==> src/rtl/traffic_pkg.sv <==
// Shared types and light encodings for the traffic light controller.
package traffic_pkg;

  typedef enum logic [2:0] {
    StNsGreen  = 3'd0,
    StNsYellow = 3'd1,
    StRedA     = 3'd2,
    StEwGreen  = 3'd3,
    StEwYellow = 3'd4,
    StRedB     = 3'd5
  } tl_state_t;

  localparam logic [2:0] LT_RED = 3'b100;
  localparam logic [2:0] LT_YEL = 3'b010;
  localparam logic [2:0] LT_GRN = 3'b001;

  function automatic tl_state_t tl_next(input tl_state_t s);
    unique case (s)
      StNsGreen:  tl_next = StNsYellow;
      StNsYellow: tl_next = StRedA;
      StRedA:     tl_next = StEwGreen;
      StEwGreen:  tl_next = StEwYellow;
      StEwYellow: tl_next = StRedB;
      default:    tl_next = StNsGreen;
    endcase
  endfunction

  function automatic logic [2:0] ns_head(input tl_state_t s);
    unique case (s)
      StNsGreen:  ns_head = LT_GRN;
      StNsYellow: ns_head = LT_YEL;
      default:    ns_head = LT_RED;
    endcase
  endfunction

  function automatic logic [2:0] ew_head(input tl_state_t s);
    unique case (s)
      StEwGreen:  ew_head = LT_GRN;
      StEwYellow: ew_head = LT_YEL;
      default:    ew_head = LT_RED;
    endcase
  endfunction

  function automatic logic is_green(input tl_state_t s);
    return (s == StNsGreen) || (s == StEwGreen);
  endfunction

endpackage

==> src/rtl/tl_countdown.sv <==
// Loadable seconds down-counter; never counts below 1, done marks the final tick.
module tl_countdown #(
  parameter int unsigned CNT_W     = 6,
  parameter int unsigned RST_VAL   = 2,
  parameter int unsigned FORCE_VAL = 5
) (
  input  logic             clk_i,
  input  logic             rst_ni,
  input  logic             load_i,
  input  logic [CNT_W-1:0] load_val_i,
  input  logic             tick_i,
  input  logic             force_i,
  output logic [CNT_W-1:0] count_o,
  output logic             done_o
);

  localparam logic [CNT_W-1:0] One    = CNT_W'(1);
  localparam logic [CNT_W-1:0] RstC   = CNT_W'(RST_VAL);
  localparam logic [CNT_W-1:0] ForceC = CNT_W'(FORCE_VAL);

  logic [CNT_W-1:0] count_q, count_d;

  // Force beats a simultaneous tick: the tick is swallowed by the shortening.
  always_comb begin
    count_d = count_q;
    if (load_i) begin
      count_d = load_val_i;
    end else if (force_i) begin
      count_d = ForceC;
    end else if (tick_i && (count_q > One)) begin
      count_d = count_q - One;
    end
  end

  always_ff @(posedge clk_i or negedge rst_ni) begin
    if (!rst_ni) count_q <= RstC;
    else         count_q <= count_d;
  end

  assign count_o = count_q;
  assign done_o  = tick_i && (count_q == One);

endmodule

==> src/rtl/traffic_light_ctrl.sv <==
// Two-road intersection sequencer with per-phase countdown.
// Define TLC_PED_REQ_EN to enable pedestrian-request green shortening.
module traffic_light_ctrl
  import traffic_pkg::*;
#(
  parameter int unsigned GREEN_S  = 30,
  parameter int unsigned YELLOW_S = 3,
  parameter int unsigned ALLRED_S = 2,
  parameter int unsigned SHORT_S  = 5,
  parameter int unsigned CNT_W    = 6
) (
  input  logic             sys_clk,
  input  logic             sys_rst_n,
  input  logic             tick_1hz,
  input  logic             ped_req,
  output logic [2:0]       ns_light,
  output logic [2:0]       ew_light,
  output logic [CNT_W-1:0] remain,
  output logic             ped_ack
);

  localparam logic [CNT_W-1:0] ShortC = CNT_W'(SHORT_S);

  tl_state_t        state_q, state_d;
  logic [2:0]       ns_q, ew_q;
  logic             load, done, force_short;
  logic [CNT_W-1:0] load_val;

  function automatic logic [CNT_W-1:0] duration(input tl_state_t s);
    unique case (s)
      StNsGreen, StEwGreen:   duration = CNT_W'(GREEN_S);
      StNsYellow, StEwYellow: duration = CNT_W'(YELLOW_S);
      default:                duration = CNT_W'(ALLRED_S);
    endcase
  endfunction

  tl_countdown #(
    .CNT_W    (CNT_W),
    .RST_VAL  (ALLRED_S),
    .FORCE_VAL(SHORT_S)
  ) u_countdown (
    .clk_i     (sys_clk),
    .rst_ni    (sys_rst_n),
    .load_i    (load),
    .load_val_i(load_val),
    .tick_i    (tick_1hz),
    .force_i   (force_short),
    .count_o   (remain),
    .done_o    (done)
  );

  always_comb begin
    state_d  = state_q;
    load     = 1'b0;
    load_val = remain;
    if (done) begin
      state_d  = tl_next(state_q);
      load     = 1'b1;
      load_val = duration(state_d);
    end
  end

  // Heads are decoded from the next state so they land in the same register stage.
  always_ff @(posedge sys_clk or negedge sys_rst_n) begin
    if (!sys_rst_n) begin
      state_q <= StRedB;
      ns_q    <= LT_RED;
      ew_q    <= LT_RED;
    end else begin
      state_q <= state_d;
      ns_q    <= ns_head(state_d);
      ew_q    <= ew_head(state_d);
    end
  end

  assign ns_light = ns_q;
  assign ew_light = ew_q;

`ifdef TLC_PED_REQ_EN
  logic ped_pending_q, ped_pending_d;
  logic ped_ack_q, ped_ack_d;
  logic pend_now, service;

  // A request arriving this cycle is serviced as if it were already pending.
  always_comb begin
    pend_now      = ped_pending_q | ped_req;
    service       = pend_now && is_green(state_q);
    force_short   = service && (remain > ShortC);
    ped_pending_d = service ? 1'b0 : pend_now;
    ped_ack_d     = service;
  end

  always_ff @(posedge sys_clk or negedge sys_rst_n) begin
    if (!sys_rst_n) begin
      ped_pending_q <= 1'b0;
      ped_ack_q     <= 1'b0;
    end else begin
      ped_pending_q <= ped_pending_d;
      ped_ack_q     <= ped_ack_d;
    end
  end

  assign ped_ack = ped_ack_q;
`else
  logic unused_ped_req;
  assign unused_ped_req = ped_req;
  assign force_short    = 1'b0;
  assign ped_ack        = 1'b0;
`endif

endmodule

==> config.mk <==
export PLATFORM = sky130hd
export DESIGN_NAME = traffic_light_ctrl
export DESIGN_NICKNAME = d
export VERILOG_FILES = /design/src/rtl/traffic_pkg.sv /design/src/rtl/tl_countdown.sv /design/src/rtl/traffic_light_ctrl.sv
export SDC_FILE = /design/constraint.sdc
export NUM_CORES = 1
export LEC_CHECK = 0
export CAP_MARGIN = 20
export CORE_MARGIN = 2
export CORE_UTILIZATION = 45
export DETAILED_ROUTE_END_ITERATION = 12
export HOLD_SLACK_MARGIN = 0.02
export PLACE_DENSITY_LB_ADDON = 0.3
export SLEW_MARGIN = 20
export SYNTH_ARGS = -nofsm -noshare
export SYNTH_HDL_FRONTEND = slang
export SYNTH_HIERARCHICAL = 1
export SYNTH_SLANG_ARGS = --single-unit
==> constraint.sdc <==
create_clock -name sys_clk -period 2.05 [get_ports sys_clk]
set_input_delay 0.3075 -clock sys_clk [delete_from_list [all_inputs] [get_ports sys_clk]]
set_output_delay 0.3075 -clock sys_clk [all_outputs]
set_load 0.01 [all_outputs]
[Word-level counts from Yosys, hierarchy flattened]
Cells that the tools add are included.
Operators by class
  order comparisons: 1
  reductions and logical operators: 9
  multiplexer cells: 10
  $add $sub $neg: 1
  equal/unequal tests: 12
Operators by type and width (number)
  $mux 6: 3
  $pmux 3 s5: 1
  $eq 3x2->1 const B: 4
  $pmux 3 s2: 2
  $pmux 5 s2: 1
  $eq 3x1->1 const B: 3
  $eq 3x3->1 const B: 3
  $logic_not 3->1: 3
  $eq 6x1->1 const B: 1
  $gt 6x1->1 const B: 1
  $mux 3: 2
  $sub 6x1->6 const B: 1
  $reduce_or 2->1: 2
  $logic_and 1x1->1: 2
  $ne 2x1->1 const B: 1
  $reduce_and 2->1: 1
  $reduce_bool 2->1: 1
  $mux 1: 1
Storage, ports and cells
  bits of input ports: 4
  bits in registers: 15

[Depth between registers and ports, before layout]
  depth in word-level cells: 8
  depth in mapped cells: 9

[Hierarchy]
Netlist, hierarchy kept.
Modules (own cells, without submodules)
  traffic_light_ctrl: area an instance 496.7 sq um, sequential area each 230.2 sq um, instances 1, cells an instance 52
  tl_countdown: area an instance 415.4 sq um, sequential area each 151.4 sq um, instances 1, cells an instance 45

[Least setup slack after synthesis]
No wires, ideal clock.
  path type: register to register
  start point: register u_countdown.count_q[2], in the netlist u_countdown/count_o[2]
  end point: register u_countdown.count_q[3], in the netlist u_countdown/count_o[3]
  path buffers: 2
  required time: 1.964 ns
  cell stages (with the launch flop): 9
  path slack: 0.081 ns
  arrival: 1.883 ns
  path through: dfrtp_1 nor4_4 and3_2 buf_2 buf_2 nor2_1 a21oi_1 a22oi_1 nor3_1
On the way
  cells in the longest elaborated chain, start to end: 5
  elaborated cells between the ends (all ways): 11
  classes of those cells: 1 x add/sub; 1 x order compare; 2 x eq/ne; 3 x mux; 4 x reduce/logical
RTL lines
  start, declared: line tl_countdown.sv:21  | logic [CNT_W-1:0] count_q, count_d;
  start signal, assigned: line tl_countdown.sv:36  | if (!rst_ni) count_q <= RstC;
  start signal, assigned: line tl_countdown.sv:37  | else count_q <= count_d;
  $eq 6x1->1 (*): line tl_countdown.sv:41  | assign done_o = tick_i && (count_q == One);
  $logic_and 1x1->1 (*): line tl_countdown.sv:41
  net done: line traffic_light_ctrl.sv:26  | logic load, done, force_short;
  $mux 1: line traffic_light_ctrl.sv:56  | if (done) begin
  $ne 2x1->1 (no source line) / $reduce_bool 2->1 (equally long branches)
  $reduce_and 2->1 (no source line)
The timed path passes the listed nets; every way through them passes the cells marked *. The select of a mux whose other input is x is not followed.
A chain may end at the register's enable or synchronous reset.

[Final worst setup path]
  start point: register u_countdown.count_q[4], in the netlist u_countdown/count_o[4]
  end point: register u_countdown.count_q[3], in the netlist u_countdown/count_o[3]
The elaborated chain is that of the path after synthesis.

==> summary.md <==
| Metric | Value |
|---|---|
| Status | `completed` |
| Rows | `16` |
| CP max-delay cell | `dfrtp_1` |
| Longest Clk Path Bufs | `2` |
| Clock share of power | `10.7%` |
| Crit-path cells | `nor4_4, and3_4, nor2_1, a21oi_1, a22oi_1, nor3_1` |
| Diodes inserted | `0` |
| Clk pin slew, worst setup/hold paths | `80 ps` |
| Clock Tree Root | `clkbuf_4` |
| Non-filler cells, final | `144` |
| PwrDens | `1290 nW/µm²` |
| Yosys top cell area share | `27.4%` |
| Worst Setup SP | `u_countdown/count_o[4]` |
| Total of max-cap violations | `0` |
| Setup CP Type | `register to register` |
| Cell variety after synth | `37` |
| Final Hold Fails | `0` |
| F_max | `0.548 GHz` |
| Comb pwr share | `50.7%` |
| Skew-Pair Late Insertion Delay | `270 ps` |
| Cell area after layout | `1130 µm²` |
| Top post-synthesis cells by count | `dfrtp_1 (10), nor2_1 (7), nand2_1 (6)` |
| Final HPWL DP | `1180 µm` |
| Number of clock sinks | `15` |
| Switching pwr | `0.000551 W` |
| Switching part of the total | `37.7%` |
| Largest stage delay, worst path | `460 ps` |
| Layout cell share with drive strength beyond 1 | `19.7%` |
| EDFF count, synth | `0` |
| Remaining Overflow, GRT | `0` |
| Inst Count DP | `140` |
| Reg-to-reg endpoint | `u_countdown/count_o[3]` |
| Starting Density | `47.0%` |
| Required time worst endpoint | `2230 ps` |
| TritonRoute pass-1 iters | `4` |
| Asr flop ratio synth | `100%` |
| Routed len/inst | `10.9 µm` |
| Crit end category | `register` |
| Internal Power | `0.000912 W` |
| Vias per cell | `4.94` |
| Register area share after synthesis | `41.8%` |
| Crit path capture | `u_countdown/count_o[3]` |
| Register bit total from synthesis | `15` |
| Total global-route track usage | `14.5%` |
| Top Ports | `17` |
| Most common cell in the netlist | `dfrtp_1` |
| Synthesized area | `912 µm²` |
| Initial DRC Count | `9` |
| Final Util | `58.4%` |
| Final setup viols | `0` |
| CTS Buf Count | `3` |
| Routability cong. | `0.848` |
| Area of the die | `2400 µm²` |
| Drt total wl | `1560 µm` |
| Period utilisation layout | `89.1%` |
| Initial antenna violation count | `0` |
| Worst R2R Setup Slack | `220 ps` |
| Worst hold path class | `primary input to asynchronous set/reset pin` |
| First-pass GRT wire length | `2800 µm` |
| Worst Reg-to-Reg Cells | `6` |
| Syn Inst Count | `97` |
| DR vias | `712` |
| Placeable Area | `1940 µm²` |
| Area growth from synthesis to layout | `24.3%` |
| WP data arrival | `2010 ps` |
| Die extent in x | `49.0 µm` |
| Setup Skew | `2.67 ps` |
| Unrepaired setup endpoints after global routing | `false` |
| Final Power | `0.00146 W` |
| H-tree levels | `1` |
| Startpoint Class | `register` |
| DR DRC count | `0` |
| Synth area leaders | `dfrtp_1 (27%), dfstp_2 (14%), mux2i_1 (4.4%), nor2b_1 (3.4%), nor2_1 (2.9%)` |
| Largest net degree at the start of global routing | `22` |
| Vias in the first global route | `671` |
| TritonCTS clock tree | `yes` |
| Prevailing post-synth register cell | `dfrtp_1` |
| Crit path time final | `1830 ps` |
| FF-to-FF Start | `u_countdown/count_o[4]` |
| Power share of the sequential group | `38.6%` |
| Final ANT Viol Nets | `0` |
| Cell leakage power | `0.469 nW` |
| Chip height | `49.0 µm` |
| Post-synth top area cell | `dfrtp_1` |
| Post-DP Area | `1100 µm²` |
| Avg Inst Size Synth | `9.40 µm²` |
| Max IR drop VDD | `0.000858 V` |
| Total Nets Final | `124` |
| Pins Over Slew Limit | `0` |
| Port Buf Inserts | `14` |
| Crit-path max FO | `21` |
| Worst-Margin Slew | `627 ps` |
| Syn. warnings | `6` |
| Slew headroom | `58.1%` |
| Final setup TNS | `0 ps` |
| Post-CTS setup buffer count | `0` |
[placed cells by master, fill, tap and decap left out, types with 2 or more instances in the layout]
cell	Yosys	layout
or2_2	3	3
nand3_1	2	2
mux2i_1	4	4
nor3_1	5	5
ha_1	2	2
clkbuf_4	0	3
xnor2_1	3	3
nand2b_1	2	2
nor2_1	7	7
a22oi_1	2	2
nand2_1	6	6
a211oi_1	2	2
a21oi_1	5	5
conb_1	1	4
inv_1	4	4
buf_4	2	6
clkdlybuf4s50_1	0	14
o21ai_0	5	5
dfrtp_1	10	10
a32o_1	2	2
nor2b_1	5	5
dfstp_2	5	5
[critical path: cells and delay by family, from the launching register on]
kind,cells,cell delay (ps)
simple gates,4,970
compound gates,2,290
flops,1,460
[flip-flops by register name, summed over array words and instances, names as in the netlist]
signal	cells
ew_light	3
ns_light	3
state_q	3
u_countdown/count_o	6
[how the worst min path moves through the flow]
stage	startpoint	to	slack (ps)	cells past startpoint
2_1_floorplan	sys_rst_n	ew_light[0]	10	0
3_3_place_gp	state_q[0]	state_q[0]	580	2
3_5_place_dp	state_q[2]	ns_light[0]	600	2
4_1_cts	sys_rst_n	state_q[1]	440	1
5_1_grt	sys_rst_n	u_countdown/count_o[5]	470	1
6_report	sys_rst_n	state_q[1]	420	1
[power by group through the flow]
stage | clock network, W | logic, W | registers, W
2_1_floorplan | 0 | 0.000489 | 0.000554
3_3_place_gp | 0 | 0.000724 | 0.000559
3_5_place_dp | 0 | 0.000737 | 0.000570
4_1_cts | 0.000163 | 0.000741 | 0.000565
5_1_grt | 0.000170 | 0.000827 | 0.000589
6_report | 0.000156 | 0.000742 | 0.000565
[per-stage QoR]
step	hold WS [ps]	setup WS (ps)
2_1_floorplan	11.9	80.9
3_3_place_gp	579	154
3_5_place_dp	599	141
4_1_cts	436	125
5_1_grt	467	93.7
6_report	421	224
[layout make-up]
type	instances	area (µm²)
well taps	27	33.8
flip-flops and latches	15	382
clock inverters	1	5.00
clock buffers	3	22.5
fillers	175	808
inverters	4	15.0
repair buffers	20	185
multi-input cells	74	490
[repair_timing]
| item | 4_1_cts | 5_1_grt |
|---|---|---|
| hold buffers | 0 | 0 |
| resized for setup | 0 | 1 |
| setup endpoints to repair | 0 | 1 |
[routing by layer]
metal / GRT usage [%] / vias up / routed length (µm) / part of all wire, %
li1: - / 377 / - / -
met2: 23.5 / 13 / 685 / 44
met3: 4.91 / 0 / 61 / 3.9
met1: 19.4 / 322 / 816 / 52
met4: 1.43 / 0 / 0 / 0
met5: 0 / - / 0 / 0
[logic make-up after synthesis]
logic type               share of synthesized area, %
other                                           0.411
buffers and inverters                            6.03
AO/OA/AOI/OAI                                    17.1
adder cells (fa/ha/maj)                          2.74
flip-flops                                       41.8
AND/OR/NAND/NOR                                  24.6
XOR/XNOR                                         2.88
multiplexers                                     4.39
No activity file was read; power rests on OpenSTA's default activity.
==> RTL edit 1: new RTL, same settings <==
Build with the macro `TLC_PED_REQ_EN` defined.
--- a/src/rtl/traffic_light_ctrl.sv
+++ b/src/rtl/traffic_light_ctrl.sv
@@ -1,4 +1,6 @@
 // Two-road intersection sequencer with per-phase countdown.
 // Define TLC_PED_REQ_EN to enable pedestrian-request green shortening.
+`define TLC_PED_REQ_EN
+
 module traffic_light_ctrl
   import traffic_pkg::*;
Behaviour: not the same (Yosys sat finds a counterexample within 4 cycles, from zero or initial values and one cycle with sys_rst_n low).
==> RTL edit 1 against the unedited design <==
Sequential cell count increased by 2. Synthesized area is 12% higher. Worst setup slack worse by 0.090 ns. Sequential share of layout area down 0.65 points. Power rose by 41%. Final area rose by 15%. Sequential power increased by 8.8%. Count of clock-buffer cells in the layout up 1. Utilization grew 1.9 points. Fmax shrank 4.7%. Final cell count up 10%. Routed wire length rose by 44%. Critical endpoint is now u_countdown/count_o[0]. Largest cell class unchanged. Highest routed layer is now met4.
==> RTL edit 1: results (changes against the unedited design) <==
critical path type=register to register; Resized Gates After CTS=0 (unchanged); Layout Cells excl Fill=159 (+10%); Worst Max-Slew Pin Slew=0.3559 ns (-0.2709 ns); ranking of synthesized cells by area=dfrtp_1, dfstp_2, nor2_1, a21oi_1, nor3_1; HPWL after DPL=1641 um (+40%); Worst Path Arrival=2.12 ns (+0.11 ns); crit-path max FO=11 (-48%); vias per cell=5.566 (+13%); RR Startpoint=u_countdown/count_o[2]; cell at the slowest stage of the critical path=dfrtp_1; 1st-iter DRT viols=12 (+3); DR pass1 iterations=4 (unchanged); GRT Total Usage=20.10% (+5.6 points); CP peak stage delay=0.43 ns (-0.03 ns); count of buffers from port buffering=16 (+2); nets=138 (+11%); post-synthesis mux area share=4.162% (-0.23 points); Synth top cells by count=dfrtp_1, nor2_1, a21oi_1, nor3_1; FF-to-FF path depth=7 (+1); Compound-Gate Fraction of Synth Area=18.97% (+1.8 points); Peak supply drop=0.7640 mV (-11%); Fillers=206 (+18%); Max-cap violations=0 (unchanged); Reg clk slew, reported paths=0.10 ns (+0.02 ns); Syn Area/Cell=9.829 um2 (+4.5%); Hold WS=0.3298 ns (-0.09087 ns); post-synthesis sequential area ratio=42.23% (+0.39 points); FFs w/ async S/R, synth=100.0% (unchanged); FF-to-FF setup slack=0.13 ns (-0.09 ns); Synth Area in Adders=2.448% (-0.30 points); Final Wtd Congestion=0.8817 (+4.0%); vias in the first global route=904 (+35%); Yosys warning count=6 (unchanged); ANT cells=0 (unchanged); top_reg_cell synth=dfrtp_1; Clock Tree Buf Depth=2 (unchanged); xor/xnor cell area share of the yosys netlist=2.448% (-0.43 points); initial antenna violation count=0 (unchanged); CTS Root Cell=clkbuf_4; layout cell share with drive strength beyond 1=25.19% (+5.5 points); Sw Ratio=40.62% (+3.0 points); first-pass GRT wire length=4002 um (+43%); Netlist cell types=46 (+24%); skew final=0.003941 ns (+0.001267 ns); EDFF count, synth=0 (unchanged); CTS Buf Count=3 (unchanged); Leak=0.5633 nW (+20%); drt total wl=2257 um (+44%); Final Max Tran Viols=0 (unchanged); Post-CTS Setup Repair Bufs=0 (unchanged); status=completed; largest net degree at the start of global routing=18 (-18%); total nets after synthesis=110
==> RTL edit 1: through the flow <==
step                      setup WS, ns  instance area [um2]  power, mW
final                           0.1344                 1308      2.058
after CTS                      0.08368                 1300      2.035
after global placement          0.1208                 1274      1.819
after floorplan                 0.1142                 1022      1.373
after detailed placement        0.1193                 1274      1.845
after global routing         -0.006024                 1308      2.226
==> RTL edit 1: per-layer routing <==
metal | part of all wire [%] | up-vias | track usage, %
li1 | - | 435 | -
met1 | 44 | 428 | 24.54
met2 | 52 | 20 | 35.26
met3 | 2.7 | 2 | 2.586
met4 | 1.2 | 0 | 8.772
met5 | 0 | - | 0
==> RTL edit 1: path summary, 6_finish.rpt <==
check / end
max in group asynchronous: state_q[0]
worst min-delay path: ew_light[0]
min in group sys_clk: ped_pending_q
worst max-delay path: u_countdown/count_o[0]
worst max register to register: u_countdown/count_o[0]
worst min register to register: ped_pending_q
==> RTL edit 1: kinds of logic after synthesis <==
group                      Yosys count
xor gates and xnor gates             2
DFF                                 17
and+or+nand+nor                     41
AOI/OAI and AO/OA                   27
adders and majority gates            2
muxes                                4
buffers and inverters               11
==> RTL edit 1: final cells by class <==
type,count,area share (%)
flip-flops and latches,17,33.01
clock buffers,4,2.010
repair buffers,29,19.71
inverters,5,1.435
multi-input cells,76,41.15
well taps,28,2.679
==> RTL edit 1: power by group through the flow <==
| stage | Combinational [mW] | Sequential [mW] | Clock [mW] |
|---|---|---|---|
| 2_1_floorplan | 0.714 | 0.659 | 0 |
| 3_3_place_gp | 1.21 | 0.610 | 0 |
| 3_5_place_dp | 1.23 | 0.614 | 0 |
| 4_1_cts | 1.24 | 0.609 | 0.188 |
| 5_1_grt | 1.39 | 0.637 | 0.201 |
| 6_report | 1.26 | 0.615 | 0.179 |
==> RTL edit 2: new RTL, same flow settings <==
Made on the original files. Re-encode `tl_state_t` (6 states) as Gray code, 3 bits wide.
--- a/src/rtl/traffic_pkg.sv
+++ b/src/rtl/traffic_pkg.sv
@@ -3,10 +3,10 @@
 
   typedef enum logic [2:0] {
-    StNsGreen  = 3'd0,
-    StNsYellow = 3'd1,
-    StRedA     = 3'd2,
-    StEwGreen  = 3'd3,
-    StEwYellow = 3'd4,
-    StRedB     = 3'd5
+    StNsGreen  = 3'b000,
+    StNsYellow = 3'b001,
+    StRedA     = 3'b011,
+    StEwGreen  = 3'b010,
+    StEwYellow = 3'b110,
+    StRedB     = 3'b111
   } tl_state_t;
 
Function: no difference found for any inputs over 10 cycles, from zero or initial values and one cycle with sys_rst_n low; not proved beyond that.
==> RTL edit 2 against the unedited design <==
Worst setup slack better by 0.025 ns. Highest routed layer is now met4. Routed wire length up 15%. Count of clock-buffer cells in the layout is 1 higher. Utilization is 0.064 points higher. Largest power group unchanged. Non-clock buffer count grew 2. Die area grew 0.12%. Synthesized area increased by 0.14%. Sequential cell count unchanged. Final area up 0.11%. Power up 5.7%.
==> RTL edit 2: results (changes against the unedited design) <==
status=completed; layout cell share with drive strength beyond 1=24.78% (+5.1 points); pwr/cell area=1364 nW/um2 (+5.6%); Final Wtd Congestion=0.8069 (-4.8%); Clock Tree Buf Depth=2 (unchanged); Compound-Gate Fraction of Synth Area=14.25% (-2.9 points); largest net degree at the start of global routing=26 (+18%); Peak supply drop=0.6707 mV (-22%); post-synthesis sequential area ratio=41.92% (+0.080 points); Routed wire per std cell=12.82 um (+18%); Fillers=184 (+5.1%); Vias=719 (+0.98%); GR Util met2=29.00% (+5.5 points); Clock Power Share=10.8%; vias in the first global route=694 (+3.4%); skew final=0.0006045 ns (-0.002069 ns); max reg flops=6 (unchanged); GR met3 Demand/Resource=3.067% (-1.8 points); H-tree Lvls=1 (unchanged); CTS Root Cell=clkbuf_4; DR WL met2=905 um (+32%); Detail Route met3 WL=63 um (+3.3%); highest routed layer=met4; CTS Buf Count=3 (unchanged); Top delay family on crit path=simple AND/OR/NAND/NOR gates; Setup WS pre-CTS=0.1451 ns (+0.003930 ns); Worst Path Arrival=1.97 ns (-0.04 ns); Leak=0.4675 nW (-0.31%); Yosys warning count=6 (unchanged); cell at the slowest stage of the critical path=dfstp_2; Netlist cell types=40 (+8.1%); Worst setup startpoint=u_countdown/count_o[1]; Synth top cells by count=dfrtp_1, nor2_1, dfstp_2; worst hold path class=input port to asynchronous set/reset pin; Hold WS=0.4204 ns (-0.0002130 ns); Seq pwr share=37.4% (-1.2 points); CP peak stage delay=0.57 ns (+0.11 ns); Post-CTS Setup Repair Bufs=0 (unchanged); xor/xnor cell area share of the yosys netlist=2.877% (-0.0039 points); Sw Ratio=37.38% (-0.29 points); post-synthesis mux area share=6.986% (+2.6 points); GRT Total Usage=17.12% (+2.6 points); HPWL after DPL=1298 um (+10%); Setup Viol. Count Final=0 (unchanged); FF-to-FF setup slack=0.25 ns (+0.02 ns); Max-Slew Margin vs Limit=57.02% (-1.1 points); Final Cycle Share=87.87% (-1.2 points); ranking of synthesized cells by area=dfrtp_1, dfstp_2, mux2_2, nor2b_1, mux2i_1; Synth Area in Adders=2.740% (-0.0038 points); GR Layer Usage met1=21.47% (+2.0 points); first-pass GRT wire length=3153 um (+13%); nets=120 (-3.2%); crit-path max FO=25 (+19%)
RTL edit 2: changes by cell type in the layout (fill, tap and decap cells not counted), moves of 2 or more:
cell | unedited run | this run
or2_2 | 3 | 1
nand2b_1 | 2 | 0
mux2_2 | 0 | 3
buf_4 | 6 | 8
o21ai_0 | 5 | 2
RTL edit 2: final cells by class:
type / count / area share (%)
multi-input combinational: 69 / 42.34
sequential: 15 / 33.74
timing repair buffer: 22 / 17.64
tap: 27 / 2.977
clock buffer: 4 / 2.315
inverter: 3 / 0.9923
RTL edit 2: stage by stage:
| step | utilization [%] | std cells | area (um2) |
|---|---|---|---|
| 3_5_place_dp | 56.89 | 136 | 1105 |
| 2_1_floorplan | - | 94 | 924.6 |
| 3_3_place_gp | 56.89 | 136 | 1105 |
| 4_1_cts | 58.25 | 140 | 1131 |
| 5_1_grt | 58.44 | 140 | 1135 |
| 6_report | 58.44 | 140 | 1135 |
